## src/rtl/mem_arb_pkg.sv

```systemverilog
// rtl/mem_arb_pkg.sv - shared types and helpers for the unified-memory arbiter
package mem_arb_pkg;

    typedef enum logic [1:0] {
        IDLE,
        ACCESS,
        DONE
    } state_t;

    typedef enum logic {
        CH_INSTR,
        CH_DATA
    } chan_t;

    localparam int PRIO_FIXED = 0;
    localparam int PRIO_RR    = 1;

    // Wait counter must hold WAIT_CYCLES but never collapse to zero bits.
    function automatic int cnt_width(input int wait_cycles);
        return (wait_cycles < 1) ? 1 : $clog2(wait_cycles + 1);
    endfunction

endpackage

```

## src/rtl/mem_wait_timer.sv

```systemverilog
// rtl/mem_wait_timer.sv - per-access wait-state down counter with zero flag
module mem_wait_timer
    import mem_arb_pkg::*;
#(
    parameter int WAIT_CYCLES = 2
) (
    input  logic clk,
    input  logic reset,
    input  logic load,
    input  logic dec,
    output logic zero
);

    localparam int CW = cnt_width(WAIT_CYCLES);

    logic [CW-1:0] cnt;

    always_ff @(posedge clk or negedge reset) begin
        if (!reset) begin
            cnt <= '0;
        end else if (load) begin
            cnt <= CW'(WAIT_CYCLES);
        end else if (dec && (cnt != '0)) begin
            cnt <= cnt - CW'(1);
        end
    end

    assign zero = (cnt == '0);

endmodule

```

## src/rtl/mem_arbiter.sv

```systemverilog
// rtl/mem_arbiter.sv - fetch/data arbiter onto one single-ported memory with wait states and CPU stall
module mem_arbiter
    import mem_arb_pkg::*;
#(
    parameter int N           = 32,
    parameter int AW          = 32,
    parameter int WAIT_CYCLES = 2,
    parameter int PRIORITY    = PRIO_FIXED
) (
    input  logic          clk,
    input  logic          reset,
    input  logic          i_req,
    input  logic [AW-1:0] i_addr,
    output logic [N-1:0]  i_rdata,
    output logic          i_ready,
    input  logic          d_req,
    input  logic          d_we,
    input  logic [AW-1:0] d_addr,
    input  logic [N-1:0]  d_wdata,
    output logic [N-1:0]  d_rdata,
    output logic          d_ready,
    output logic          m_en,
    output logic          m_we,
    output logic [AW-1:0] m_addr,
    output logic [N-1:0]  m_wdata,
    input  logic [N-1:0]  m_rdata,
    output logic          stall
);

    state_t state, state_nxt;
    chan_t  winner, ptr, pick;
    logic   we_q;
    logic   any_req, tie, grant, t_zero;

    assign any_req = i_req | d_req;
    assign tie     = i_req & d_req;
    assign grant   = (state == IDLE) && any_req;

    always_comb begin
        pick = CH_INSTR;
        if ((PRIORITY == PRIO_RR) && tie) begin
            pick = ptr;
        end else if (d_req) begin
            pick = CH_DATA;
        end
    end

    mem_wait_timer #(
        .WAIT_CYCLES(WAIT_CYCLES)
    ) u_timer (
        .clk  (clk),
        .reset(reset),
        .load (grant),
        .dec  (state == ACCESS),
        .zero (t_zero)
    );

    always_ff @(posedge clk or negedge reset) begin
        if (!reset) begin
            state <= IDLE;
        end else begin
            state <= state_nxt;
        end
    end

    always_comb begin
        state_nxt = state;
        unique case (state)
            IDLE:    if (any_req) state_nxt = ACCESS;
            ACCESS:  if (t_zero) state_nxt = DONE;
            DONE:    state_nxt = IDLE;
            default: state_nxt = IDLE;
        endcase
    end

    always_ff @(posedge clk or negedge reset) begin
        if (!reset) begin
            winner  <= CH_INSTR;
            ptr     <= CH_DATA;
            we_q    <= 1'b0;
            m_addr  <= '0;
            m_wdata <= '0;
            i_rdata <= '0;
            d_rdata <= '0;
        end else begin
            if (grant) begin
                winner  <= pick;
                we_q    <= (pick == CH_DATA) && d_we;
                m_addr  <= (pick == CH_DATA) ? d_addr : i_addr;
                m_wdata <= (pick == CH_DATA) ? d_wdata : '0;
                // Round-robin pointer only moves when both channels contended.
                if ((PRIORITY == PRIO_RR) && tie) begin
                    ptr <= (pick == CH_DATA) ? CH_INSTR : CH_DATA;
                end
            end
            if ((state == ACCESS) && t_zero && !we_q) begin
                if (winner == CH_DATA) begin
                    d_rdata <= m_rdata;
                end else begin
                    i_rdata <= m_rdata;
                end
            end
        end
    end

    assign m_en    = (state == ACCESS);
    assign m_we    = m_en && we_q;
    assign i_ready = (state == DONE) && (winner == CH_INSTR);
    assign d_ready = (state == DONE) && (winner == CH_DATA);
    assign stall   = (i_req & ~i_ready) | (d_req & ~d_ready);

endmodule

```

## config.mk

```make
export PLATFORM = sky130hd
export DESIGN_NAME = mem_arbiter
export DESIGN_NICKNAME = d
export VERILOG_FILES = /design/src/rtl/mem_arb_pkg.sv /design/src/rtl/mem_wait_timer.sv /design/src/rtl/mem_arbiter.sv
export SDC_FILE = /design/constraint.sdc
export NUM_CORES = 1
export LEC_CHECK = 0
export CELL_PAD_IN_SITES_DETAIL_PLACEMENT = 0
export CELL_PAD_IN_SITES_GLOBAL_PLACEMENT = 1
export CORE_MARGIN = 4
export CORE_UTILIZATION = 34
export CTS_CLUSTER_SIZE = 12
export DETAILED_ROUTE_END_ITERATION = 16
export PLACE_DENSITY = 0.84
export REMOVE_ABC_BUFFERS = 1
export SLEW_MARGIN = 20
export SYNTH_ARGS = -nofsm -noshare
export SYNTH_HDL_FRONTEND = slang
export SYNTH_SLANG_ARGS = --single-unit
```

## constraint.sdc

```tcl
create_clock -name clk -period 2.7 [get_ports clk]
set_input_delay 0.54 -clock clk [delete_from_list [all_inputs] [get_ports clk]]
set_output_delay 0.54 -clock clk [all_outputs]
set_load 0.01 [all_outputs]
```

* After elaboration in Yosys (flattened, before gate mapping)
Index checks and enable logic that the tools add are counted.
** Storage, ports and cells
- Register bits after elaboration :: 134
- Output and inout bits :: 133
- Input port bits :: 133
- Word-level logic and storage cells :: 44
** Cells by class
- Add/sub/neg operators :: 1
- Bitwise operators :: 7
- Equal/unequal tests :: 4
- Reduce and logical (&&, ||, !) cells :: 16
- Mux-type cells :: 8
** Operators by type and width (count)
- $mux W32 :: 2
- $logic_and A1 B1 Y1 :: 8
- $mux W2 :: 4
- $reduce_and A2 Y1 :: 3
- $logic_not A2 Y1 :: 2
- $pmux W2 S2 :: 1
- $reduce_bool A2 Y1 :: 2
- $not A1 Y1 :: 3
- $and A1 B1 Y1 :: 2
- $eq A2 B1 Y1 const B :: 1
- $eq A2 B2 Y1 const B :: 1
- $ne A2 B1 Y1 const B :: 1
- $ne A2 B2 Y1 const B :: 1
- $or A1 B1 Y1 :: 2
- $sub A2 B1 Y2 const B :: 1
- $logic_not A1 Y1 :: 1
- $mux W1 :: 1

* Depth between registers and ports, before layout
Gate-level depths: netlist of run 1.
- Depth after elaboration :: 5
- Mapped depth :: 6
- Depth with buffers taken out :: 5

* Hierarchy
From an unflattened synthesis of run 1, not the netlist that was laid out.
** Unflattened totals
- Cells, all modules :: 342
- Area, all modules :: 5562.8 sq um
** By module, submodules not included
- mem_arbiter :: times used 1, cells each 330, seq. area each 3303.2 sq um, area an instance 5434.0 sq um
- mem_wait_timer :: times used 1, cells each 12, seq. area each 50.0 sq um, area an instance 128.9 sq um

* Worst setup path after synthesis of run 1
OpenSTA, ideal clock, no wires.
- Path type :: in2reg
- Start :: input d_req
- End :: register m_addr[10]
- Setup slack :: 0.945 ns
- Cell stages on the path :: 4
- Data arrival time :: 1.630 ns
- Required time :: 2.575 ns
- Path through :: buf_2 clkbuf_1 mux2_2 mux2_2
** On the way
- Longest elaborated chain between the ends :: 2
- Elaborated cells on any way between the ends :: 4
- Those cells by class :: mux: 2; bitwise: 1; reduce/logical: 1
** Ends and longest elaborated chain
- from (decl) :: line mem_arbiter.sv:16 : input logic d_req,
- $mux W1 / $or A1 B1 Y1 (equally long branches) :: line mem_arbiter.sv:43, mem_arbiter.sv:35
- $mux W32 / $logic_and A1 B1 Y1 (equally long branches) :: line mem_arbiter.sv:89, mem_arbiter.sv:37
- to (signal assigned) :: line mem_arbiter.sv:89 : m_addr <= (pick == CH_DATA) ? d_addr : i_addr;
- to (decl) :: line mem_arbiter.sv:24 : output logic [AW-1:0] m_addr,
Parallel ways exist; a longest one is shown, timed or not.
A chain may end at the register's enable or synchronous reset.

* Final worst setup path of run 1
- Start :: input i_req
- End :: output stall
** On the way
- Longest elaborated chain between the ends :: 2
** Ends and longest elaborated chain
- from (decl) :: line mem_arbiter.sv:12 : input logic i_req,
- $and A1 B1 Y1 :: line mem_arbiter.sv:110 : assign stall = (i_req & ~i_ready) | (d_req & ~d_ready);
- $or A1 B1 Y1 :: line mem_arbiter.sv:110
- to (decl) :: line mem_arbiter.sv:27 : output logic stall
Every way passes these cells.

==> results of run 1 <==
## power groups by stage
stage                     Clock, W  Combinational [W]  Sequential, W
after floorplan                  0            0.00174        0.00395
after global placement           0            0.00470        0.00353
after detailed placement         0            0.00479        0.00357
after CTS                  0.00240            0.00481        0.00357
after global routing       0.00251            0.00505        0.00368
final                      0.00233            0.00473        0.00356
## layout by cell type, fill, tap and decap left out
cell type	n
clkinv_2	1
clkinvlp_4	1
buf_6	1
inv_6	5
o21ai_4	1
buf_4	6
a21o_1	1
and3b_2	1
buf_12	3
o22ai_1	1
and2_2	2
nand4b_2	1
nor3_4	1
ha_1	1
nor2b_4	1
clkdlybuf4s50_1	264
or3b_2	1
dfrtp_1	134
mux2_2	98
and2_1	1
o211ai_1	1
a22o_1	33
mux2_4	30
bufinv_16	2
nor2_1	1
clkbuf_16	17
dlygate4sd3_1	1
inv_1	4
nor4bb_4	1
inv_8	2
clkinv_4	3
nand2_1	2
xnor2_1	1
nor3b_1	1
clkbuf_8	1
## final cells by class
cell class                      instances  area share
Multi-Input combinational cell        180       0.225
Sequential cell                       134       0.371
Tap cell                              216      0.0299
Inverter                                4     0.00166
Clock inverter                         14      0.0183
Clock buffer                           18      0.0486
Timing Repair Buffer                  275       0.306
## worst min-delay path by stage
| stage | to | slack [ps] | depth (start not counted) | startpoint |
|---|---|---|---|---|
| floorplan | d_rdata[0] | 240 | 0 | reset |
| CTS | m_addr[29] | 510 | 1 | m_addr[29] |
| global placement | d_rdata[27] | 400 | 1 | reset |
| finish | m_addr[29] | 500 | 1 | m_addr[29] |
| detailed placement | d_rdata[27] | 410 | 1 | reset |
| global route | m_addr[26] | 510 | 1 | m_addr[26] |
## routing by layer
metal,GRT usage,vias to the layer above
met2,0.252,195
met4,0.0638,0
met3,0.0806,28
met5,0,-
li1,-,1776
met1,0.185,1908
## per-stage QoR
stage                     setup TNS (ps)   util  hold slack, ps  setup slack, ps
after detailed placement               0  0.531             410              255
after floorplan                  -180630      -             244            -3560
after CTS                              0  0.569             505              236
final                                  0  0.569             502              249
after global routing                   0  0.569             510             96.8
after global placement                 0  0.531             401              236
## logic make-up (layout without fill, tap and decap cells)
| group | Yosys count | in the layout | synth area share |
|---|---|---|---|
| flops | 134 | 134 | 0.608 |
| mux | 128 | 128 | 0.282 |
| compound gates | 37 | 37 | 0.0572 |
| buf+inv | 25 | 311 | 0.0293 |
| simple gates | 13 | 13 | 0.0195 |
| fa+ha+maj | 1 | 1 | 0.00227 |
| xor+xnor | 1 | 1 | 0.00159 |
## sequential cells by signal, indices dropped and copies added, names as in the netlist
| signal | cells |
|---|---|
| d_rdata | 32 |
| i_rdata | 32 |
| m_addr | 32 |
| m_wdata | 32 |
| state | 2 |
| u_timer.cnt | 2 |
| we_q | 1 |
| winner | 1 |
## critical path, cell delays in order
cell and delay (ps):
clkdlybuf4s50_1 530, inv_1 60, o22ai_1 180, clkdlybuf4s50_1 600
## what timing repair did
action / CTS / global route
hold buffers: 1 / 0
resized for setup: 0 / 0
hold endpoints to repair: 22 / 0
==> impl_metrics.toml, run 1 <==
[placed_design]
io_buffers = 265
dp_hpwl_um = 10800
dp_cells = 808
gp_congestion = 0.703
place_area_um2 = 8430

[timing]
worst_pin_slew_ps = 565
skew_ps = 8.36
slew_headroom = 0.624
finalSetupViolations = 0
finalCritPeriodShare = 0.908
period_needed_ps = 2450
rsz0062_at_grt = "no"
fmax_ghz = 0.408
drv_slew = 0
finalHoldViolations = 0

[setup_path]
critPathRequiredTime_ps = 2160
startpoint = "i_req"
crit_type = "in -> out"
worstSetupEndpoint = "stall"
cp_data_arrival_time_ps = 1910
crit_fanout = 2
timing.rr.end = "i_rdata[0]"
critPathLaunchType = "input port"
reg2reg_depth = 5
worstSetupEndpointType = "output port"
r2r_slack_ps = 880
r2r-start = "u_timer.cnt[1]"

[hold_path]
hold_path_class = "reg -> reg"

[layout]
regArea_um2 = 3350
final-instance-count-excl-fill = 841
final_net_count = 746
fill_cells = 1289
multi_input_area_um2 = 2030
diodes = 0
area_growth_pct = 64.0
drive_gt1_frac = 0.286
final_cell_area_um2 = 9040

[synthesis]
synthTopCellsByArea = "dfrtp_1 (61%), mux2_2 (20%), mux2_4 (8.2%)"
yosysMostFrequentCell = "dfrtp_1"
yosysUniqueCellTypes = 26
postSynth.asyncResetShare = 1.00
synthTopCellsByCount = "dfrtp_1 (134), mux2_2 (98), a22o_1 (33), mux2_4 (30), buf_2 (12)"
synth_area_um2 = 5510
yosys_warnings = 0
syn_area_per_cell_um2 = 16.3
ys_seq_area_frac = 0.608
ys.flop_type = "dfrtp_1"
synth-seq-cells = 134
postSynthCellCount = 339
synth_edf_count = 0
synth_top_area_share = 0.608
yosys.area.top_type = "dfrtp_1"

[cts]
cts_setup_buffers = 0
cts_tree = "yes"
clock_latency_ps = 410
clock_sinks = 134
cts_buffers = 17
cts-root-buf = "clkbuf_16"
clock_path_buffers = 2
h-tree-depth = 4
path_clk_slew_ps = 60

[global_route]
antenna_found_initial = 0
grt_pass1_wl_um = 23100
grt_pass1_vias = 4387
grt_use_total = 0.160
grt_overflow = 0
grt_max_degree = 67

[power_and_ir_drop]
p_seq_frac = 0.335
power.internal_w = 0.00742
leakagePower_nw = 3.83
p_switching_w = 0.00320
comb_power_share = 0.445
p_clk_frac = 0.220
switching_share = 0.301
ir_worst_vdd_mv = 0.625
p_total_w = 0.0106
power_density_nw_per_um2 = 1170

[detailed_routing]
wl_met2_um = 6790
antenna_left = 0
drt-pass1-iter-count = 4
met1_length_um = 5810
first_iter_violations = 98
wl_per_cell_um = 17.5
drcViolationCount = 0
routed_wl_um = 14700
routed.top_layer = "met4"
dr_wl_met3_um = 1770
vias = 3907
avgViaCountPerCell = 4.65

[floorplanning]
row_count = 46
die_area_um2 = 18300
top_level_ports = 266
start_util = 0.347
die_h_um = 135
core_um2 = 15900
die-width_um = 135

[run]
cap_violations = 0

[outcome]
outcome = "finished, final reports clean"
(Power assumes the default switching activity.)
==> run 2, diff against run 1 <==
Settings changed: SKIP_CTS_REPAIR_TIMING set to 1, SLEW_MARGIN 20 to 40.
Clock period 2.7 ns to 2.92 ns, I/O delays scaled along.
==> impl_metrics.toml, run 2 (same netlist as run 1, synthesis figures left out) <==
[outcome]
outcome = "finished, final reports clean"

[detailed_routing]
drt-pass1-iter-count = 6
drcViolationCount = 0
first_iter_violations = 60
antenna_left = 0
routed_wl_um = 14900
wl_per_cell_um = 17.8
avgViaCountPerCell = 4.69
vias = 3930

[setup_path]
worstSetupEndpointType = "output port"
crit_slowest_cell = "clkdlybuf4s50_1"
r2r_slack_ps = 1080
cpLargestDelayFamily = "buffers and inverters"
critPathLaunchType = "input port"
path_cells = "clkdlybuf4s50_1, inv_1, o22ai_1, clkdlybuf4s50_1"
critPathBufInv = 3
critPathRequiredTime_ps = 2340
critPathMaxStageDelay_ps = 600
crit_fanout = 2
crit_path_frequent_cell = "clkdlybuf4s50_1"
cp_data_arrival_time_ps = 1990
crit_type = "in -> out"

[power_and_ir_drop]
ir_worst_vdd_mv = 0.522
switching_share = 0.296
p_switching_w = 0.00294
power.internal_w = 0.00701
comb_power_share = 0.439
power_density_nw_per_um2 = 1100
p_seq_frac = 0.331
p_clk_frac = 0.230
leakagePower_nw = 3.83

[run]
cap_violations = 0

[cts]
clock_sinks = 134
cts_tree = "yes"
clock_latency_ps = 420
cts_buffers = 17
cts-root-buf = "clkbuf_16"
h-tree-depth = 4
clock_path_buffers = 2
path_clk_slew_ps = 70

[floorplanning]
die_area_um2 = 18300
top_level_ports = 266
row_count = 46
die_h_um = 135
die-width_um = 135
core_um2 = 15900
start_util = 0.347

[timing]
finalHoldViolations = 0
skew_ps = 14.9
slew_headroom = 0.519
finalSetupViolations = 0
period_needed_ps = 2580
tns_ps = 0
rsz0062_at_grt = "no"
final.setup.worst_slack_ps = 344
drv_slew = 0
fmax_ghz = 0.388
finalCritPeriodShare = 0.882
worst_pin_slew_ps = 722

[layout]
final_util = 0.570
final_net_count = 743
area_growth_pct = 64.2
drive_gt1_frac = 0.285
final_cell_mix = "clkdlybuf4s50_1 (264), dfrtp_1 (134), mux2_2 (98)"
diodes = 0
final_common_cell = "clkdlybuf4s50_1"

[placed_design]
place_ws_ps = 293
gp_congestion = 0.707
io_buffers = 265
dp_hpwl_um = 10900

[global_route]
grt_use_total = 0.161
grt_max_degree = 81
antenna_found_initial = 0
grt_overflow = 0
grt_pass1_vias = 4412
grt_pass1_wl_um = 23300

[hold_path]
hold_path_class = "in -> async"
## run 2: path summary, 6_finish.rpt
check	depth (start not counted)	endpoint	from
max in group asynchronous	2	state[1]	reset
setup / recovery	4	stall	d_req
setup reg to reg	5	i_rdata[0]	u_timer.cnt[0]
hold / removal	1	d_rdata[8]	reset
hold reg to reg	1	d_rdata[18]	d_rdata[18]
min in group clk	1	d_rdata[18]	d_rdata[18]
## run 2: worst register-to-register path: cells and delay by family, from the launching register on
family,cells,cell delay (ps)
DFF,1,390
buffers and inverters,2,370
muxes,1,390
adders and majority gates,1,210
and+or+nand+nor,1,370
## run 2: final cells by class
class                           count  area, µm²
Clock buffer                       18        439
Clock inverter                     14        198
Fill cell                        1301       6840
Inverter                            4       15.0
Multi-Input combinational cell    180       2030
Sequential cell                   134       3350
Tap cell                          216        270
Timing Repair Buffer              272       2740
## run 2: routing by layer
layer,vias to the layer above,GRT usage,share of wire
li1,1775,-,-
met1,1939,0.178,0.38
met2,195,0.271,0.48
met3,21,0.0791,0.12
met4,0,0.0571,0.017
met5,-,0,0
## run 2: through the flow
step / cells / total power [W] / area, µm² / hold slack [ps]
6_report: 838 / 0.00995 / 9050 / 194
4_1_cts: 838 / 0.0101 / 9050 / 217
3_3_place_gp: 806 / 0.00761 / 8410 / 487
5_1_grt: 838 / 0.0105 / 9050 / 240
2_1_floorplan: 318 / 0.00526 / 5370 / 288
3_5_place_dp: 806 / 0.00774 / 8410 / 492
## run 2: power groups by stage
stage          sequential (W)  clock (W)  combinational, W
2_1_floorplan         0.00365          0           0.00161
3_3_place_gp          0.00326          0           0.00435
3_5_place_dp          0.00331          0           0.00443
4_1_cts               0.00331    0.00235           0.00445
5_1_grt               0.00341    0.00242           0.00466
6_report              0.00329    0.00229           0.00437
